**src/rtl/rf_pkg.sv**
```systemverilog
// Shared constants and types for the register file and its scoreboard.
package rf_pkg;

  localparam int RF_DATA_W = 16;
  localparam int RF_ADDR_W = 4;

  // Index of the register that can be hardwired to zero.
  localparam int RF_R0 = 0;

  typedef logic [RF_DATA_W-1:0] rf_data_t;
  typedef logic [RF_ADDR_W-1:0] rf_addr_t;

  // Register count implied by an address width.
  function automatic int rf_nregs(input int addr_w);
    return 1 << addr_w;
  endfunction

endpackage

```
**src/rtl/reg_file_sb_if.sv**
```systemverilog
// Decode/writeback side bus of the register file: read ports, write port,
// scoreboard reserve/flush and hazard status.
interface reg_file_sb_if
  import rf_pkg::*;
#(
  parameter int DATA_W = RF_DATA_W,
  parameter int ADDR_W = RF_ADDR_W
);

  logic              rd_en;
  logic [ADDR_W-1:0] a_addr;
  logic [ADDR_W-1:0] b_addr;
  logic [DATA_W-1:0] a_data;
  logic [DATA_W-1:0] b_data;
  logic              rd_valid;
  logic              a_busy;
  logic              b_busy;
  logic              wr_en;
  logic [ADDR_W-1:0] c_addr;
  logic [DATA_W-1:0] c_data;
  logic              rsv_en;
  logic [ADDR_W-1:0] rsv_addr;
  logic              flush;
  logic [ADDR_W:0]   pend_cnt;

  // Pipeline side: drives requests, observes data and hazard status.
  modport master (
    output rd_en, a_addr, b_addr, wr_en, c_addr, c_data, rsv_en, rsv_addr, flush,
    input  a_data, b_data, rd_valid, a_busy, b_busy, pend_cnt
  );

  // Register file side.
  modport slave (
    input  rd_en, a_addr, b_addr, wr_en, c_addr, c_data, rsv_en, rsv_addr, flush,
    output a_data, b_data, rd_valid, a_busy, b_busy, pend_cnt
  );

endinterface

```
**src/rtl/rf_scoreboard.sv**
```systemverilog
// Pending-write scoreboard: one bit per register, set when an instruction
// targeting it issues, cleared when its writeback lands or on a flush.
module rf_scoreboard
  import rf_pkg::*;
#(
  parameter int ADDR_W  = RF_ADDR_W,
  parameter bit ZERO_R0 = 1'b1,
  parameter bit BYPASS  = 1'b1
) (
  input  logic              clock,
  input  logic              clear_n,
  input  logic              wr_en,
  input  logic [ADDR_W-1:0] c_addr,
  input  logic              rsv_en,
  input  logic [ADDR_W-1:0] rsv_addr,
  input  logic              flush,
  input  logic [ADDR_W-1:0] a_addr,
  input  logic [ADDR_W-1:0] b_addr,
  output logic              a_busy,
  output logic              b_busy,
  output logic [ADDR_W:0]   pend_cnt
);

  localparam int NREGS = rf_nregs(ADDR_W);

  logic [NREGS-1:0] w_pending;
  logic [ADDR_W:0]  w_cnt;

  genvar gi;
  generate
    for (gi = 0; gi < NREGS; gi++) begin : g_pend
      if (ZERO_R0 && gi == RF_R0) begin : g_zero
        assign w_pending[gi] = 1'b0;
      end else begin : g_bit
        logic r_pend;
        logic w_pend_next;

        // Flush beats reserve; reserve (younger instruction) beats release.
        always_comb begin
          w_pend_next = r_pend;
          if (flush) begin
            w_pend_next = 1'b0;
          end else if (rsv_en && rsv_addr == ADDR_W'(gi)) begin
            w_pend_next = 1'b1;
          end else if (wr_en && c_addr == ADDR_W'(gi)) begin
            w_pend_next = 1'b0;
          end
        end

        // Pending bit register.
        always_ff @(posedge clock or negedge clear_n) begin
          if (!clear_n) begin
            r_pend <= 1'b0;
          end else begin
            r_pend <= w_pend_next;
          end
        end

        assign w_pending[gi] = r_pend;
      end
    end
  endgenerate

  // Population count of outstanding writes.
  always_comb begin
    w_cnt = '0;
    for (int i = 0; i < NREGS; i++) begin
      w_cnt = w_cnt + {{ADDR_W{1'b0}}, w_pending[i]};
    end
  end

  assign pend_cnt = w_cnt;

  // A writeback landing this cycle resolves the hazard when it is forwarded.
  assign a_busy = w_pending[a_addr] & ~(BYPASS & wr_en & (c_addr == a_addr));
  assign b_busy = w_pending[b_addr] & ~(BYPASS & wr_en & (c_addr == b_addr));

endmodule

```
**src/rtl/reg_file_sb.sv**
```systemverilog
// Two-read/one-write register file with registered reads, write-to-read
// forwarding, optional zero R0 and a pending-write scoreboard.
module reg_file_sb
  import rf_pkg::*;
#(
  parameter int DATA_W  = RF_DATA_W,
  parameter int ADDR_W  = RF_ADDR_W,
  parameter bit ZERO_R0 = 1'b1,
  parameter bit BYPASS  = 1'b1
) (
  input logic          clock,
  input logic          clear_n,
  reg_file_sb_if.slave bus
);

  localparam int NREGS = rf_nregs(ADDR_W);

  logic [DATA_W-1:0] w_mem [NREGS];
  logic              r_rd_valid;
  logic              w_a_busy;
  logic              w_b_busy;
  logic [ADDR_W:0]   w_pend_cnt;

  genvar gi;
  generate
    // Storage: every register is a resettable flop so clear_n zeroes the file.
    for (gi = 0; gi < NREGS; gi++) begin : g_reg
      if (ZERO_R0 && gi == RF_R0) begin : g_zero
        assign w_mem[gi] = '0;
      end else begin : g_flop
        logic [DATA_W-1:0] r_q;

        // Writeback into this register.
        always_ff @(posedge clock or negedge clear_n) begin
          if (!clear_n) begin
            r_q <= '0;
          end else if (bus.wr_en && bus.c_addr == ADDR_W'(gi)) begin
            r_q <= bus.c_data;
          end
        end

        assign w_mem[gi] = r_q;
      end
    end

    // Read ports: index 0 is port A, index 1 is port B.
    for (gi = 0; gi < 2; gi++) begin : g_rd
      logic [ADDR_W-1:0] w_addr;
      logic [DATA_W-1:0] w_next;
      logic [DATA_W-1:0] r_data;

      assign w_addr = (gi == 0) ? bus.a_addr : bus.b_addr;

      // Read mux: zero R0 first, then forwarded write data, then the array.
      always_comb begin
        w_next = w_mem[w_addr];
        if (ZERO_R0 && w_addr == ADDR_W'(RF_R0)) begin
          w_next = '0;
        end else if (BYPASS && bus.wr_en && bus.c_addr == w_addr) begin
          w_next = bus.c_data;
        end
      end

      // Output register, loaded only on rd_en so data holds between reads.
      always_ff @(posedge clock or negedge clear_n) begin
        if (!clear_n) begin
          r_data <= '0;
        end else if (bus.rd_en) begin
          r_data <= w_next;
        end
      end
    end
  endgenerate

  // Marks that a_data/b_data were refreshed on the last edge.
  always_ff @(posedge clock or negedge clear_n) begin
    if (!clear_n) begin
      r_rd_valid <= 1'b0;
    end else begin
      r_rd_valid <= bus.rd_en;
    end
  end

  rf_scoreboard #(
    .ADDR_W  (ADDR_W),
    .ZERO_R0 (ZERO_R0),
    .BYPASS  (BYPASS)
  ) u_sb (
    .clock    (clock),
    .clear_n  (clear_n),
    .wr_en    (bus.wr_en),
    .c_addr   (bus.c_addr),
    .rsv_en   (bus.rsv_en),
    .rsv_addr (bus.rsv_addr),
    .flush    (bus.flush),
    .a_addr   (bus.a_addr),
    .b_addr   (bus.b_addr),
    .a_busy   (w_a_busy),
    .b_busy   (w_b_busy),
    .pend_cnt (w_pend_cnt)
  );

  assign bus.a_data   = g_rd[0].r_data;
  assign bus.b_data   = g_rd[1].r_data;
  assign bus.rd_valid = r_rd_valid;
  assign bus.a_busy   = w_a_busy;
  assign bus.b_busy   = w_b_busy;
  assign bus.pend_cnt = w_pend_cnt;

endmodule

```
**src/flat_wrapper.sv**
```systemverilog
// flat-port wrapper written by rule: the top's interface ports become plain ports
module reg_file_sb_flat import rf_pkg::*;
#(
  parameter int DATA_W  = RF_DATA_W,
  parameter int ADDR_W  = RF_ADDR_W,
  parameter bit ZERO_R0 = 1'b1,
  parameter bit BYPASS  = 1'b1
)
  (clock, clear_n, bus_rd_en, bus_a_addr, bus_b_addr, bus_wr_en, bus_c_addr, bus_c_data, bus_rsv_en, bus_rsv_addr, bus_flush, bus_a_data, bus_b_data, bus_rd_valid, bus_a_busy, bus_b_busy, bus_pend_cnt);
  reg_file_sb_if #(.DATA_W(DATA_W), .ADDR_W(ADDR_W)) bus_i ();
  input logic clock;
  input logic clear_n;
  input wire logic [$bits(bus_i.rd_en)-1:0] bus_rd_en;
  input wire logic [$bits(bus_i.a_addr)-1:0] bus_a_addr;
  input wire logic [$bits(bus_i.b_addr)-1:0] bus_b_addr;
  input wire logic [$bits(bus_i.wr_en)-1:0] bus_wr_en;
  input wire logic [$bits(bus_i.c_addr)-1:0] bus_c_addr;
  input wire logic [$bits(bus_i.c_data)-1:0] bus_c_data;
  input wire logic [$bits(bus_i.rsv_en)-1:0] bus_rsv_en;
  input wire logic [$bits(bus_i.rsv_addr)-1:0] bus_rsv_addr;
  input wire logic [$bits(bus_i.flush)-1:0] bus_flush;
  output wire logic [$bits(bus_i.a_data)-1:0] bus_a_data;
  output wire logic [$bits(bus_i.b_data)-1:0] bus_b_data;
  output wire logic [$bits(bus_i.rd_valid)-1:0] bus_rd_valid;
  output wire logic [$bits(bus_i.a_busy)-1:0] bus_a_busy;
  output wire logic [$bits(bus_i.b_busy)-1:0] bus_b_busy;
  output wire logic [$bits(bus_i.pend_cnt)-1:0] bus_pend_cnt;
  assign bus_i.rd_en = bus_rd_en;
  assign bus_i.a_addr = bus_a_addr;
  assign bus_i.b_addr = bus_b_addr;
  assign bus_i.wr_en = bus_wr_en;
  assign bus_i.c_addr = bus_c_addr;
  assign bus_i.c_data = bus_c_data;
  assign bus_i.rsv_en = bus_rsv_en;
  assign bus_i.rsv_addr = bus_rsv_addr;
  assign bus_i.flush = bus_flush;
  assign bus_a_data = bus_i.a_data;
  assign bus_b_data = bus_i.b_data;
  assign bus_rd_valid = bus_i.rd_valid;
  assign bus_a_busy = bus_i.a_busy;
  assign bus_b_busy = bus_i.b_busy;
  assign bus_pend_cnt = bus_i.pend_cnt;
  reg_file_sb #(.DATA_W(DATA_W), .ADDR_W(ADDR_W), .ZERO_R0(ZERO_R0), .BYPASS(BYPASS)) u_core (.clock(clock), .clear_n(clear_n), .bus(bus_i));
endmodule
```
**config.mk**
```make
export PLATFORM = sky130hd
export DESIGN_NAME = reg_file_sb_flat
export DESIGN_NICKNAME = d
export VERILOG_FILES = /design/src/rtl/rf_pkg.sv /design/src/rtl/reg_file_sb_if.sv /design/src/rtl/rf_scoreboard.sv /design/src/rtl/reg_file_sb.sv /design/src/flat_wrapper.sv
export SDC_FILE = /design/constraint.sdc
export NUM_CORES = 1
export LEC_CHECK = 0
export CORE_MARGIN = 8
export CORE_UTILIZATION = 45
export DETAILED_ROUTE_END_ITERATION = 12
export SLEW_MARGIN = 25
export SYNTH_ARGS = -nofsm -noshare
export SYNTH_HDL_FRONTEND = slang
export SYNTH_HIERARCHICAL = 1
export SYNTH_SLANG_ARGS = --single-unit
```
**constraint.sdc**
```tcl
create_clock -name clock -period 3.7 [get_ports clock]
set_input_delay 0.37 -clock clock [delete_from_list [all_inputs] [get_ports clock]]
set_output_delay 0.37 -clock clock [all_outputs]
set_load 0.05 [all_outputs]
```
==> impl_metrics.tcl, run 1 <==
set metrics [dict create \
    crit_required_ns 3.33 \
    finalCritPeriodShare 1.19 \
    final_max_slew_viol_count 0 \
    core_area_sq_um 35200 \
    timing.rr.end "u_core/bus.a_data[7]" \
    fmaxAchievable_ghz 0.227 \
    worst_slew_pin_slew_ns 0.954 \
    dieArea_sq_um 41600 \
    grt_use_met3 0.0355 \
    num_rows 69 \
    grtUsageTotal 0.216 \
    power_density_nw_per_um2 555 \
    synth_nets 1281 \
    avgSynthCellArea_sq_um 12.9 \
    finalCriticalPeriod_ns 4.40 \
    min_from "bus_rd_en" \
    first_global_vias 11100 \
    drt_iter0_markers 726 \
    dieHeight_um 204 \
    dp_worst_setup_slack_ns -0.164 \
    max_slew_margin 0.364 \
    cp-end-kind "primary output" \
    finalWorstSetupSlack_ns -0.697 \
    busiest_layer "met2" \
    rr_startpoint "u_core/g_reg[7].g_flop.r_q[7]" \
    initial_utilization 0.452 \
    violations "negative setup slack" \
    use_met2 0.348 \
    r2r_cells 6 \
    multi_input_area_sq_um 8080 \
    fin_cells 1782 \
    cts_max_path_buffers 3 \
    setup_viol 4 \
    final_nets 1346 \
    ys_seq_area_frac 0.453 \
    dp_cells 1719 \
    tritoncts "built" \
    cap_violations 0 \
    r2r_slack_ns 1.80 \
    finalHoldViolations 0 \
    final_core_util 0.525 \
    synth_edf_count 0 \
    grt-ovfl-total 0 \
    antenna_found_initial 0 \
    io_pins 78 \
    ys.flop_type "dfrtp_1" \
    synth_area_sq_um 15900 \
    yosysTopAreaCellShare 0.453 \
    drive_above_1_share 0.355 \
    grt_start_max_net_pins 107 \
    min_to "u_core/bus.rd_valid" \
    synth_area_leaders "dfrtp_1 (45%), mux2_2 (18%), mux4_2 (9.8%)" \
    wl_per_cell_um 25.4 \
    clock_sinks 288 \
    htree_levels 2 \
    yosys.area.top_type "dfrtp_1" \
    worstPathArrival_ns 4.03 \
    vias_per_cell 6.08 \
    via_count 10800 \
    wl_mm 45.2 \
    synth_seq_cells 288 \
    path_class "reg -> out" \
    crit_path_max_fanout 2 \
    dp_hpwl_mm 28.6 \
    ctsRootBufferMaster "clkbuf_16" \
    regArea_sq_um 7210 \
    syn_to_final_growth_pct 16.3 \
    fp.dieW_um 204 \
    min_path_cells 2 \
    start_kind "flip-flop" \
    numCtsBuffers 34 \
    fin_tns_setup_ns -2.17 \
    skew_ns 0.00849 \
    drc 0 \
    use_met1 0.301 \
    postRouteAntennaNets 0 \
    p_leak_nw 7.84 \
    port_buffers 76 \
    syn_inst 1231 \
    rsz0062_at_grt "yes" \
    fillers 3090 \
    drt_first_pass_iters 5 \
    worst_setup_hold_path_clk_slew_ns 0.06 \
    yosys_warnings 6 \
    synth_cell_type_count 54 \
    grt_pass1_wl_mm 69.8 \
    status "finished, violations left" \
    hp-class "in -> reg" \
    async_flop_share 1.00 \
    antenna_cells 0 \
    gp_congestion 0.818 \
    peakVddDrop_uv 373 \
    whs_ns 0.408 \
    insertion_delay_ns 0.52 \
]
-- worst max-delay path, stage by stage, from the launching register on --
cell,delay (ns)
dfrtp_1,0.39
fa_1,0.55
inv_2,0.04
fa_1,0.52
fa_1,0.43
fa_1,0.47
fa_2,0.37
fa_2,0.39
xnor2_4,0.18
buf_12,0.16
-- Yosys cell counts (24+ instances only) --
cell type	instances
a221oi_1	31
a221o_1	32
mux4_2	69
buf_2	33
inv_1	40
mux2_2	251
nor2b_1	41
clkbuf_1	54
o21ai_0	24
nor2_1	46
dfrtp_1	288
and3_1	29
mux2i_1	78
-- worst max path at each step --
| stage | startpoint | to | slack [ns] | cells past startpoint |
|---|---|---|---|---|
| floorplan | u_core/u_sb/g_pend[6].g_bit.r_pend | bus_pend_cnt[2] | -0.12 | 8 |
| global placement | u_core/u_sb/g_pend[6].g_bit.r_pend | bus_pend_cnt[1] | -0.14 | 9 |
| detailed placement | u_core/u_sb/g_pend[6].g_bit.r_pend | bus_pend_cnt[1] | -0.16 | 9 |
| CTS | u_core/u_sb/g_pend[6].g_bit.r_pend | bus_pend_cnt[2] | -0.72 | 9 |
| global route | u_core/u_sb/g_pend[6].g_bit.r_pend | bus_pend_cnt[2] | -0.78 | 9 |
| finish | u_core/u_sb/g_pend[6].g_bit.r_pend | bus_pend_cnt[2] | -0.70 | 9 |
-- cells by family after synthesis --
| group | Yosys count | synth area share |
|---|---|---|
| AOI/OAI and AO/OA | 172 | 0.0840 |
| xor gates and xnor gates | 16 | 0.00881 |
| adders and majority gates | 12 | 0.0142 |
| buffers and inverters | 147 | 0.0432 |
| DFF | 288 | 0.453 |
| muxes | 407 | 0.334 |
| other | 1 | 0.000236 |
| and+or+nand+nor | 188 | 0.0629 |
-- sequential cells by signal, indices dropped and copies added, names as in the netlist --
register and count:
u_core/g.g_flop.r_q 240, u_core/bus.a_data 16, u_core/bus.b_data 16, u_core/u_sb/g_pend.g_bit.r_pend 15
u_core/bus.rd_valid 1
-- layout make-up --
cell class	count	share of cell area
clock buffers	48	0.0560
clock inverters	13	0.00791
inverters	41	0.00832
multi-input cells	796	0.436
flip-flops and latches	288	0.389
well taps	461	0.0312
repair buffers	135	0.0707
-- layer usage --
layer / vias to the layer above / share of wire
li1: 4784 / -
met5: - / 0
met1: 5694 / 0.45
met3: 57 / 0.051
met4: 0 / 0.021
met2: 293 / 0.48
-- where the power goes --
group | internal (mW) | switching [mW]
sequential | 3.84 | 0.482
combinational | 1.30 | 1.13
clock | 2.17 | 1.35
-- placed cells by master, fill, tap and decap left out, drive strengths merged, types with 32 or more instances in the layout --
cell,Yosys,layout
buf,52,71
nor2b,41,41
a221o,32,32
nor2,46,46
inv,41,42
clkdlybuf4s50,0,63
mux2,257,257
clkbuf,54,48
dfrtp,288,288
mux4,72,72
mux2i,78,78
-- through the flow --
step	total power, mW	area [sq um]
2_1_floorplan	6.00	15900
3_3_place_gp	6.71	17300
3_5_place_dp	6.79	17300
4_1_cts	10.4	18500
5_1_grt	10.7	18500
6_report	10.3	18500
-- what timing repair did --
action | in CTS | in global routing
pin swaps | 0 | 0
buffers inserted | 1 | 0
endpoints found under the setup margin | 4 | 4
gates resized for setup | 2 | 1
hold endpoints to repair | 102 | 0
hold buffers | 1 | 0
(Power assumes the default switching activity.)
==> run 2, diff against run 1 <==
--- a/config.mk
+++ b/config.mk
@@ -11,5 +11,4 @@
 export SLEW_MARGIN = 25
 export SYNTH_ARGS = -nofsm -noshare
 export SYNTH_HDL_FRONTEND = slang
-export SYNTH_HIERARCHICAL = 1
 export SYNTH_SLANG_ARGS = --single-unit
==> run 2 against run 1 <==
The flow still finishes with violations (negative setup slack). Critical path type unchanged. Setup slack worse by 0.0019 ns. Clock power hardly changed. Clock-buffer cell count is 1 lower. Largest power group unchanged. Hold slack worse by 0.12 ns. First-iteration DRC count is 3.9% higher. Combinational power hardly changed.
==> impl_metrics.tcl, run 2 <==
set metrics [dict create \
    postRouteAntennaNets 0 \
    critPathSlowestCell "fa_1" \
    max_slew_margin 0.293 \
    htree_levels 2 \
    violations "negative setup slack" \
    final_common_cell "mux2_2" \
    yosys_warnings 0 \
    cp_common_cell "fa_1" \
    worstPathArrival_ns 4.03 \
    final_max_slew_viol_count 0 \
    placed_area_sq_um 17300 \
    synth_cell_type_count 50 \
    grt_pass1_wl_mm 73.1 \
    drive_above_1_share 0.416 \
    drt_first_pass_iters 5 \
    rr_startpoint "u_core.g_reg[7].g_flop.r_q[12]" \
    synth_most_common_cell "mux2_2" \
    insertion_delay_ns 0.51 \
    layout_common_cells "mux2_2 (297), dfrtp_1 (288), nor2b_1 (69), mux4_2 (63), clkdlybuf4s50_1 (60)" \
    ys.flop_type "dfrtp_1" \
    synthMuxAreaShare 0.341 \
    dp_hpwl_mm 28.8 \
    cpPeakStageDelay_ns 0.53 \
    timing.rr.end "u_core.bus.b_data[12]" \
    crit_required_ns 3.33 \
    antenna_found_initial 1 \
    synth.top_cells.by_count "mux2_2 (297), dfrtp_1 (288), nor2b_1 (72)" \
    antenna_cells 0 \
    dieHeight_um 205 \
    finalCritPeriodShare 1.19 \
    status "finished, violations left" \
    final_nets 1276 \
    core_area_sq_um 35300 \
    yosysTopAreaCellShare 0.450 \
    path_cells "inv_2, fa_1, inv_1, fa_1, fa_1, inv_1, fa_1, fa_2, fa_2, xnor2_4, buf_12" \
    min_from "bus_rd_en" \
    path_class "reg -> out" \
    initial_utilization 0.454 \
    min_to "u_core.bus.a_data[14]" \
    finalWorstSetupSlack_ns -0.699 \
    synth_top_family_by_area "multiplexers" \
    finalInstanceArea_sq_um 18500 \
    port_buffers 76 \
    wl_mm 47.1 \
    ys_seq_area_frac 0.450 \
    final_core_util 0.523 \
    r2r_slack_ns 2.02 \
    clock_sinks 288 \
    dp_worst_setup_slack_ns -0.202 \
    largest_reg_flops 240 \
    grtUsageTotal 0.227 \
    fp.dieW_um 205 \
    dp_cells 1647 \
    worst_setup_hold_path_clk_slew_ns 0.06 \
    io_pins 78 \
    syn_to_final_growth_pct 15.2 \
    start_kind "flip-flop" \
    wl_per_cell_um 27.5 \
    via_count 10900 \
    num_rows 69 \
    synth_edf_count 0 \
    cap_violations 0 \
    finalCriticalPeriod_ns 4.40 \
    synth_area_leaders "dfrtp_1 (45%), mux2_2 (21%), mux4_2 (8.9%)" \
    async_flop_share 1.00 \
    largest_register "u_core.g.g_flop.r_q" \
    finalHoldViolations 0 \
    rsz0062_at_grt "yes" \
    synth_adder_area_share 0.0141 \
    synth_xor_area_frac 0.00492 \
    synth_seq_cells 288 \
    fmaxAchievable_ghz 0.227 \
    hp-class "in -> reg" \
    drt_iter0_markers 754 \
    tritoncts "built" \
    grt_start_max_net_pins 104 \
    peakVddDrop_uv 266 \
    drc 0 \
    vias_per_cell 6.34 \
    cts_max_path_buffers 3 \
    numCtsBuffers 35 \
    power_density_nw_per_um2 553 \
    synthSimpleGateAreaFrac 0.0566 \
    synth_compound_area_frac 0.0868 \
    min_path_cells 3 \
    crit_path_max_fanout 2 \
    worst_slew_pin_slew_ns 1.06 \
    avgSynthCellArea_sq_um 13.6 \
    dieArea_sq_um 41900 \
    fin_cells 1711 \
    gp_congestion 0.845 \
    whs_ns 0.287 \
    synth_nets 1225 \
    r2r_cells 4 \
    synth_area_sq_um 16000 \
    grt-ovfl-total 0 \
    cp-end-kind "primary output" \
    skew_ns 0.00842 \
    fin_tns_setup_ns -2.20 \
    syn_inst 1175 \
    p_leak_nw 7.59 \
    power_mw 10.2 \
    setup_viol 4 \
    ctsRootBufferMaster "clkbuf_16" \
    first_global_vias 11400 \
    yosys.area.top_type "dfrtp_1" \
]
[run 2: worst max-delay path by stage]
stage / cells after the start / to / from / slack [ns]
6_report: 11 / bus_pend_cnt[2] / u_core.u_sb.g_pend[1].g_bit.r_pend / -0.70
2_1_floorplan: 10 / bus_pend_cnt[2] / u_core.u_sb.g_pend[1].g_bit.r_pend / -0.18
5_1_grt: 11 / bus_pend_cnt[2] / u_core.u_sb.g_pend[1].g_bit.r_pend / -0.81
3_5_place_dp: 11 / bus_pend_cnt[2] / u_core.u_sb.g_pend[1].g_bit.r_pend / -0.20
3_3_place_gp: 11 / bus_pend_cnt[2] / u_core.u_sb.g_pend[1].g_bit.r_pend / -0.16
4_1_cts: 11 / bus_pend_cnt[2] / u_core.u_sb.g_pend[1].g_bit.r_pend / -0.72
[run 2: cells by family (layout without fill, tap and decap cells)]
kind of cell,Yosys count,in the layout
compound gates,162,162
xor+xnor,9,9
fa+ha+maj,12,12
buf+inv,133,208
flops,288,288
mux,410,410
other cells,1,1
simple gates,160,160
[run 2: routing by layer]
layer	track usage	share of wire	vias to the layer above
li1	-	-	4600
met1	0.319	0.45	5777
met2	0.351	0.46	371
met3	0.0394	0.062	103
met4	0.0800	0.034	2
met5	0	0.00028	-
[run 2: final cells by class]
class / count / area [sq um]
Sequential cell: 288 / 7210
Tap cell: 461 / 577
Fill cell: 2985 / 16900
Inverter: 20 / 75.1
Multi-Input combinational cell: 754 / 8110
Timing Repair Buffer: 127 / 1310
Clock buffer: 47 / 1020
Clock inverter: 14 / 149
[run 2: repair_timing]
item | in CTS | in global routing
endpoints found under the setup margin | 4 | 4
gates cloned | 0 | 0
hold endpoints to repair | 99 | 0
hold buffers | 1 | 0
setup buffers | 2 | 0
gates resized for setup | 4 | 1
[run 2: power breakdown]
| part | internal [mW] | switching (mW) |
|---|---|---|
| clock network | 2.14 | 1.35 |
| logic | 1.33 | 1.09 |
| registers | 3.83 | 0.472 |
[run 2: worst max-delay path: cells and delay by family (launching register included)]
family,cells,cell delay [ns]
buffers and inverters,4,0.29
xor gates and xnor gates,1,0.19
adders and majority gates,6,2.68
DFF,1,0.35
